$ cat src/rtl/wb_queue.sv
// rtl/wb_queue.sv - in-order register write-back queue with read-port bypass
// Define WBQ_BYPASS_EN to build the a1/a2 forwarding comparators; otherwise hit/byp are tied to 0.
module wb_queue #(
  parameter int DEPTH = 4,
  parameter int AW    = 4,
  parameter int DW    = 32
) (
  input  logic                   clk,
  input  logic                   reset,
  input  logic                   in_valid,
  output logic                   in_ready,
  input  logic [AW-1:0]          in_addr,
  input  logic [DW-1:0]          in_data,
  input  logic                   drain_en,
  output logic                   we3,
  output logic [AW-1:0]          a3,
  output logic [DW-1:0]          wd3,
  input  logic [AW-1:0]          a1,
  input  logic [AW-1:0]          a2,
  output logic                   hit1,
  output logic                   hit2,
  output logic [DW-1:0]          byp1,
  output logic [DW-1:0]          byp2,
  output logic [$clog2(DEPTH):0] count,
  output logic                   full,
  output logic                   empty
);
  localparam int PW = $clog2(DEPTH);
  localparam int CW = PW + 1;

  logic [AW-1:0] addr_q [DEPTH];
  logic [DW-1:0] data_q [DEPTH];
  logic [PW-1:0] wr_ptr_q, wr_ptr_d;
  logic [PW-1:0] rd_ptr_q, rd_ptr_d;
  logic [CW-1:0] count_q, count_d;
  logic          push, pop;

  assign full     = (count_q == CW'(DEPTH));
  assign empty    = (count_q == '0);
  assign count    = count_q;
  assign in_ready = !full;
  assign push     = in_valid && in_ready;
  assign pop      = drain_en && !empty;
  assign we3      = pop;
  // Popped slots keep stale contents, so the head is masked once the queue is empty.
  assign a3       = empty ? '0 : addr_q[rd_ptr_q];
  assign wd3      = empty ? '0 : data_q[rd_ptr_q];

  always_comb begin
    wr_ptr_d = wr_ptr_q;
    rd_ptr_d = rd_ptr_q;
    count_d  = count_q;
    if (push) wr_ptr_d = wr_ptr_q + PW'(1);
    if (pop)  rd_ptr_d = rd_ptr_q + PW'(1);
    case ({push, pop})
      2'b10:   count_d = count_q + CW'(1);
      2'b01:   count_d = count_q - CW'(1);
      default: count_d = count_q;
    endcase
  end

  always_ff @(posedge clk or posedge reset) begin
    if (reset) begin
      wr_ptr_q <= '0;
      rd_ptr_q <= '0;
      count_q  <= '0;
      for (int i = 0; i < DEPTH; i++) begin
        addr_q[i] <= '0;
        data_q[i] <= '0;
      end
    end else begin
      wr_ptr_q <= wr_ptr_d;
      rd_ptr_q <= rd_ptr_d;
      count_q  <= count_d;
      if (push) begin
        addr_q[wr_ptr_q] <= in_addr;
        data_q[wr_ptr_q] <= in_data;
      end
    end
  end

`ifdef WBQ_BYPASS_EN
  logic [PW-1:0] idx;

  // Scan oldest to newest so the youngest matching entry wins.
  always_comb begin
    hit1 = 1'b0;
    hit2 = 1'b0;
    byp1 = '0;
    byp2 = '0;
    idx  = '0;
    for (int i = 0; i < DEPTH; i++) begin
      idx = rd_ptr_q + PW'(i);
      if (CW'(i) < count_q) begin
        if (addr_q[idx] == a1) begin
          hit1 = 1'b1;
          byp1 = data_q[idx];
        end
        if (addr_q[idx] == a2) begin
          hit2 = 1'b1;
          byp2 = data_q[idx];
        end
      end
    end
  end
`else
  logic unused_bypass_inputs;

  assign unused_bypass_inputs = ^{a1, a2};
  assign hit1 = 1'b0;
  assign hit2 = 1'b0;
  assign byp1 = '0;
  assign byp2 = '0;
`endif

endmodule

$ cat config.mk
export PLATFORM = sky130hd
export DESIGN_NAME = wb_queue
export DESIGN_NICKNAME = d
export VERILOG_FILES = /design/src/rtl/wb_queue.sv
export SDC_FILE = /design/constraint.sdc
export NUM_CORES = 1
export LEC_CHECK = 0
export ABC_AREA = 1
export BUFFER_PORTS_ARGS = -buffer_cell sky130_fd_sc_hd__buf_2
export CELL_PAD_IN_SITES_DETAIL_PLACEMENT = 1
export CELL_PAD_IN_SITES_GLOBAL_PLACEMENT = 1
export CORE_MARGIN = 3
export CORE_UTILIZATION = 37
export DETAILED_ROUTE_END_ITERATION = 7
export HOLD_SLACK_MARGIN = 0.06
export PLACE_DENSITY_LB_ADDON = 0.2
export SYNTH_ARGS = -nofsm -noshare
export SYNTH_HDL_FRONTEND = slang
export SYNTH_SLANG_ARGS = --single-unit
$ cat constraint.sdc
create_clock -name clk -period 4.4 [get_ports clk]
set_clock_uncertainty 0.05 [all_clocks]
set_input_delay 0.22 -clock clk [delete_from_list [all_inputs] [get_ports clk]]
set_output_delay 0.22 -clock clk [all_outputs]
set_load 0.01 [all_outputs]
==> Yosys cells after proc, flatten, opt, wreduce, memory -nomap -nowiden <==
Cells that the tools add are included.
{ "classes": {"n_eq_ne": 3, "magnitude_cmp": 3, "n_mux": 15, "add_sub_neg": 4, "n_reduce_logical": 7, "n_bitwise": 2} }
{ "ops": {"columns": ["cell", "n"], "rows": [
  ["$bwmux W128", 1],
  ["$mux W32", 4],
  ["$bmux W32 S2", 1],
  ["$demux W32 S2", 1],
  ["$bwmux W16", 1],
  ["$mux W4", 4],
  ["$bmux W4 S2", 1],
  ["$demux W4 S2", 1],
  ["$ge A3 B3 Y1 const B", 2],
  ["$not A2 Y3", 2],
  ["$pmux W3 S2", 1],
  ["$add A2 B1 Y2 const B", 2],
  ["$add A3 B1 Y3 const B", 1],
  ["$eq A3 B3 Y1 const B", 1],
  ["$logic_and A1 B1 Y1", 3],
  ["$logic_not A3 Y1", 1],
  ["$lt A3 B1 Y1 const B", 1],
  ["$sub A3 B1 Y3 const B", 1],
  ["$eq A2 B1 Y1 const B", 1],
  ["$eq A2 B2 Y1 const B", 1],
  ["$logic_not A1 Y1", 2],
  ["$reduce_bool A2 Y1", 1]
]} }
{ "totals": {"in_bits": 48, "output_inout_bits": 109, "reg_bits": 151} }

==> Depth between registers and ports, before layout <==
{ "depth": {"word_depth": 6, "depth_mapped": 12, "mapped_depth_nobuf": 12} }

==> Least setup slack after synthesis <==
No wires, ideal clock.
{ "synth_path": {"path_type": "flip-flop to flip-flop", "from": "reg count_q[0] (netlist: count[0])", "to": "reg count_q[2] (netlist: count[2])", "path_slack_ns": 2.443, "path_buffers": 1, "stages_incl_launch_ff": 12, "arrival_ns": 1.790, "required_ns": 4.233, "path_cell_list": "dfrtp_1 -> inv_1 -> nand3_4 -> buf_6 -> nand2_1 -> ha_1 -> inv_1 -> fa_1 -> nand2_1 -> nand3_1 -> nand2_1 -> nand2_1"} }
{ "synth_via": {"elab_chain_cells": 5, "elab_cells_between_ends": 12, "cone_classes": "add/sub (2); eq/ne (3); mux (1); reduce/logical (6)"} }
{ "synth_rtl": {"columns": ["element", "line", "text"], "rows": [
  ["start, declared", "35", "logic [CW-1:0] count_q, count_d;"],
  ["start signal, assigned", "74", "count_q <= count_d;"],
  ["$eq A3 B3 Y1 / $logic_not A3 Y1 (equally long branches)", "38, 39", null],
  ["$logic_not A1 Y1, on equally long branches", "41, 43", null],
  ["$logic_and A1 B1 Y1, on equally long branches", "42, 43", null],
  ["$eq A2 B1 Y1 / $eq A2 B2 Y1 (equally long branches)", "55", "case ({push, pop})"],
  ["$pmux W3 S2 / $reduce_bool A2 Y1 (equally long branches)", null, null]
]} }
Several ways; a longest one is shown, not always the timed one.
A chain may end at the register's enable or synchronous reset.

==> Worst setup path in the final report <==
{ "layout_path": {"from": "reg rd_ptr_q[1]", "to": "out wd3[2]"} }
{ "layout_via": {"elab_chain_cells": 5} }
{ "layout_rtl": {"columns": ["element", "line", "text"], "rows": [
  ["start, declared", "34", "logic [PW-1:0] rd_ptr_q, rd_ptr_d;"],
  ["start signal, assigned", "73", "rd_ptr_q <= rd_ptr_d;"],
  ["$not A2 Y3 (not written as such)", "47", "assign wd3 = empty ? '0 : data_q[rd_ptr_q];"],
  ["$bmux W32 S2", "47", null],
  ["$mux W32 (not written as such) (2 in series)", "47", null],
  ["$mux W32", "47", null],
  ["end, declared", "17", "output logic [DW-1:0] wd3,"]
]} }
Every way passes these cells. The select of a mux whose other input is x is not followed.

==> out/qor.csv <==
stage,metric,value,unit
timing,fin_tns_setup,0,ps
synthesis,ys_ff_latch,151,
cts,clockBufferDepth,2,
synthesis,synthTopCellsByArea,"dfrtp_1 43%, nand2_1 19%, nand4_1 10%",
cts,cts_tree,done,
synthesis,syn_area_per_cell,7.407,µm²
timing,finalHoldViolations,0,
synthesis,synth-edff-count,0,
grt,antenna_found_initial,0,
drt,num_vias,7769,
timing,finalMaxSlewViolations,0,
timing,layout_min_cycle_time,2684,ps
synthesis,netlist.area_leader.share,43.20,%
drt,routed_via_density,4.926,
placed_design,gp_congestion,0.7439,
cts,clock_latency,430,ps
drt,drc,0,
grt,grt_start_max_net_pins,86,
pwr,vdd_drop_max,0.4281,mV
job,cap_violations,0,
setup_path,arrival,2410,ps
timing,setup_slack,1716,ps
placed_design,dp_worst_setup_slack,1847,ps
cts,cts_root_buffer,clkbuf_16,
cts,cts_resized,0,
timing,setup_viol_count_final,0,
synthesis,synthDistinctLibCells,22,
die,rows,55,
setup_path,r2r_cells,10,
synthesis,netlist_instances,1181,
final_layout,area.growth.synth_to_final,12.90,%
drt,drt_iter0_drc,370,
grt,grt_pass1_wl,43640,µm
grt,grt_pass1_vias,7955,
placed_design,dp_hpwl,14740,µm
die,dieArea,25520,µm²
die,io_pins,157,
cts,cts_setup_buffers,0,
drt,post_drt_wl_per_cell,17.20,µm
synthesis,synth_warnings,0,
synthesis,synth-main-ff-cell,dfrtp_1,
drt,dr.pass1.iters,5,
setup_path,reg2reg_slack,1810,ps
cts,cts_made_buffers,17,
synthesis,synth_top_area_cell,dfrtp_1,
drt,antenna_left,0,
pwr,leakage,5.471,nW
synthesis,synth-async-reset-ratio,100.0,%
setup_path,r2r_start,count[0],
cts,clock-sinks,151,
grt,grt_overflow,0,
timing,fmax,0.3726,GHz
setup_path,r2r-end,count[2],
hold_path,hold_depth,3,
drt,wl,27120,µm
die,dieWidth,159.8,µm
cts,cts_max_level,4,
final_layout,drive_gt1_share,11.16,%
setup_path,cp.required,4130,ps
pwr,powerDensity,767.4,nW/µm²
placed_design,io_buffers,82,
timing,tightest_slew,982.4,ps
setup_path,cp_max_fo,19,
synthesis,synth_most_common_cell,nand2_1,
hold_path,min_from,in_valid,
setup_path,end_kind,output port,
run_status,outcome,"complete, no violations",
timing,slew_headroom,34.41,%
die,core,22920,µm²
timing,rsz0062_at_grt,false,
timing,period_share,61.00,%
die,dieHeight,159.8,µm
grt,groute.usage.overall,21.55,%
setup_path,crit_type,flop to output port,
synthesis,netlist_area,8747,µm²
die,start_util,38.17,%
final_layout,layout.nets,1305,
synthesis,yosysSeqAreaShare,43.20,%
synthesis,yosys-top-cells-count,"446 x nand2_1, 155 x inv_1, 151 x dfrtp_1",
cts,cts.clk_slew.worst_paths,70,ps
final_layout,diodes,0,
hold_path,hp-class,primary input to flop,
hold_path,hold_end,data_q[9],
setup_path,startpoint_type,flop,
-- repair_timing --
item / 4_1_cts / 5_1_grt
endpoints found under the setup margin: 0 / 0
hold buffers: 38 / 0
endpoints found under the hold margin: 226 / 0
-- per-stage QoR --
stage                     area, µm²  power (mW)  util (%)  cells  hold WS [ps]
after global placement         8881       5.956     38.76   1507         403.2
after global routing           9876       8.286     43.10   1577         238.3
after floorplan                8991       4.980         -   1246         317.8
final                          9876       7.579     43.10   1577         236.1
after detailed placement       8881       6.077     38.76   1507         400.0
after CTS                      9876       7.681     43.10   1577         209.4
-- kinds of logic (layout without fill, tap and decap cells) --
group,Yosys count,count (layout),synth area share [%]
other cells,1,66,0.04287
xor+xnor,2,2,0.2003
fa+ha+maj,6,6,0.9441
flops,151,151,43.20
simple gates,673,673,34.57
buf+inv,310,328,18.87
compound gates,38,38,2.174
-- cells in the final DEF (no fill, tap or decap) --
cell type      instances
nand4_1              145
xnor2_1                2
dlygate4sd3_1         38
inv_6                  3
bufinv_16              3
clkinvlp_4             3
nand2_1              446
inv_1                154
clkbuf_8               1
clkbuf_16             17
nand3_2                4
fa_1                   1
nand3_1               77
clkinv_1               1
ha_1                   5
buf_4                 19
clkinv_2               3
inv_2                  1
a21oi_1               36
buf_2                 81
dfrtp_2                1
dfrtp_1              150
o21ai_0                2
clkinv_4               4
conb_1                66
nand3_4                1
-- power by group --
part	switching (mW)	internal (mW)
combinational	2.49	1.17
sequential	0.348	2.03
clock	0.626	0.912
-- critical path, stage by stage, from the launching register on --
cell and delay [ps]:
dfrtp_1 350, clkinv_1 660, buf_4 510, nand3_1 120
a21oi_1 120, buf_2 220
-- state kept, by name (all words and copies together), names as in the netlist --
name and count:
rd_ptr_q 2, data_q 128, count 3, addr_q 16
wr_ptr_q 2
-- how the worst max path moves through the flow --
stage,start,endpoint,slack [ps],depth (start not counted)
floorplan,reset,addr_q[0],70,1
global placement,count[0],count[2],1860,10
detailed placement,count[0],count[2],1850,10
CTS,rd_ptr_q[1],wd3[2],1660,5
global route,rd_ptr_q[1],wd3[2],1580,5
finish,rd_ptr_q[1],wd3[2],1720,5
-- per-layer routing --
| layer | routed length [µm] | track usage [%] | share of wire (%) |
|---|---|---|---|
| met1 | 12550 | 28.87 | 46 |
| met4 | 367 | 6.645 | 1.4 |
| met2 | 13330 | 36.53 | 49 |
| met3 | 868 | 2.646 | 3.2 |
| met5 | 0 | 0 | 0 |
-- final cells by class --
class                           count  area (µm²)
Clock buffer                       18       439.2
Clock inverter                     14       175.2
Fill cell                        2928       13040
Inverter                          158       599.3
Multi-Input combinational cell    785        3562
Sequential cell                   151        3780
Tap cell                          313       391.6
Timing Repair Buffer              138       928.4
Note: power is estimated with default switching activity, not from simulation.
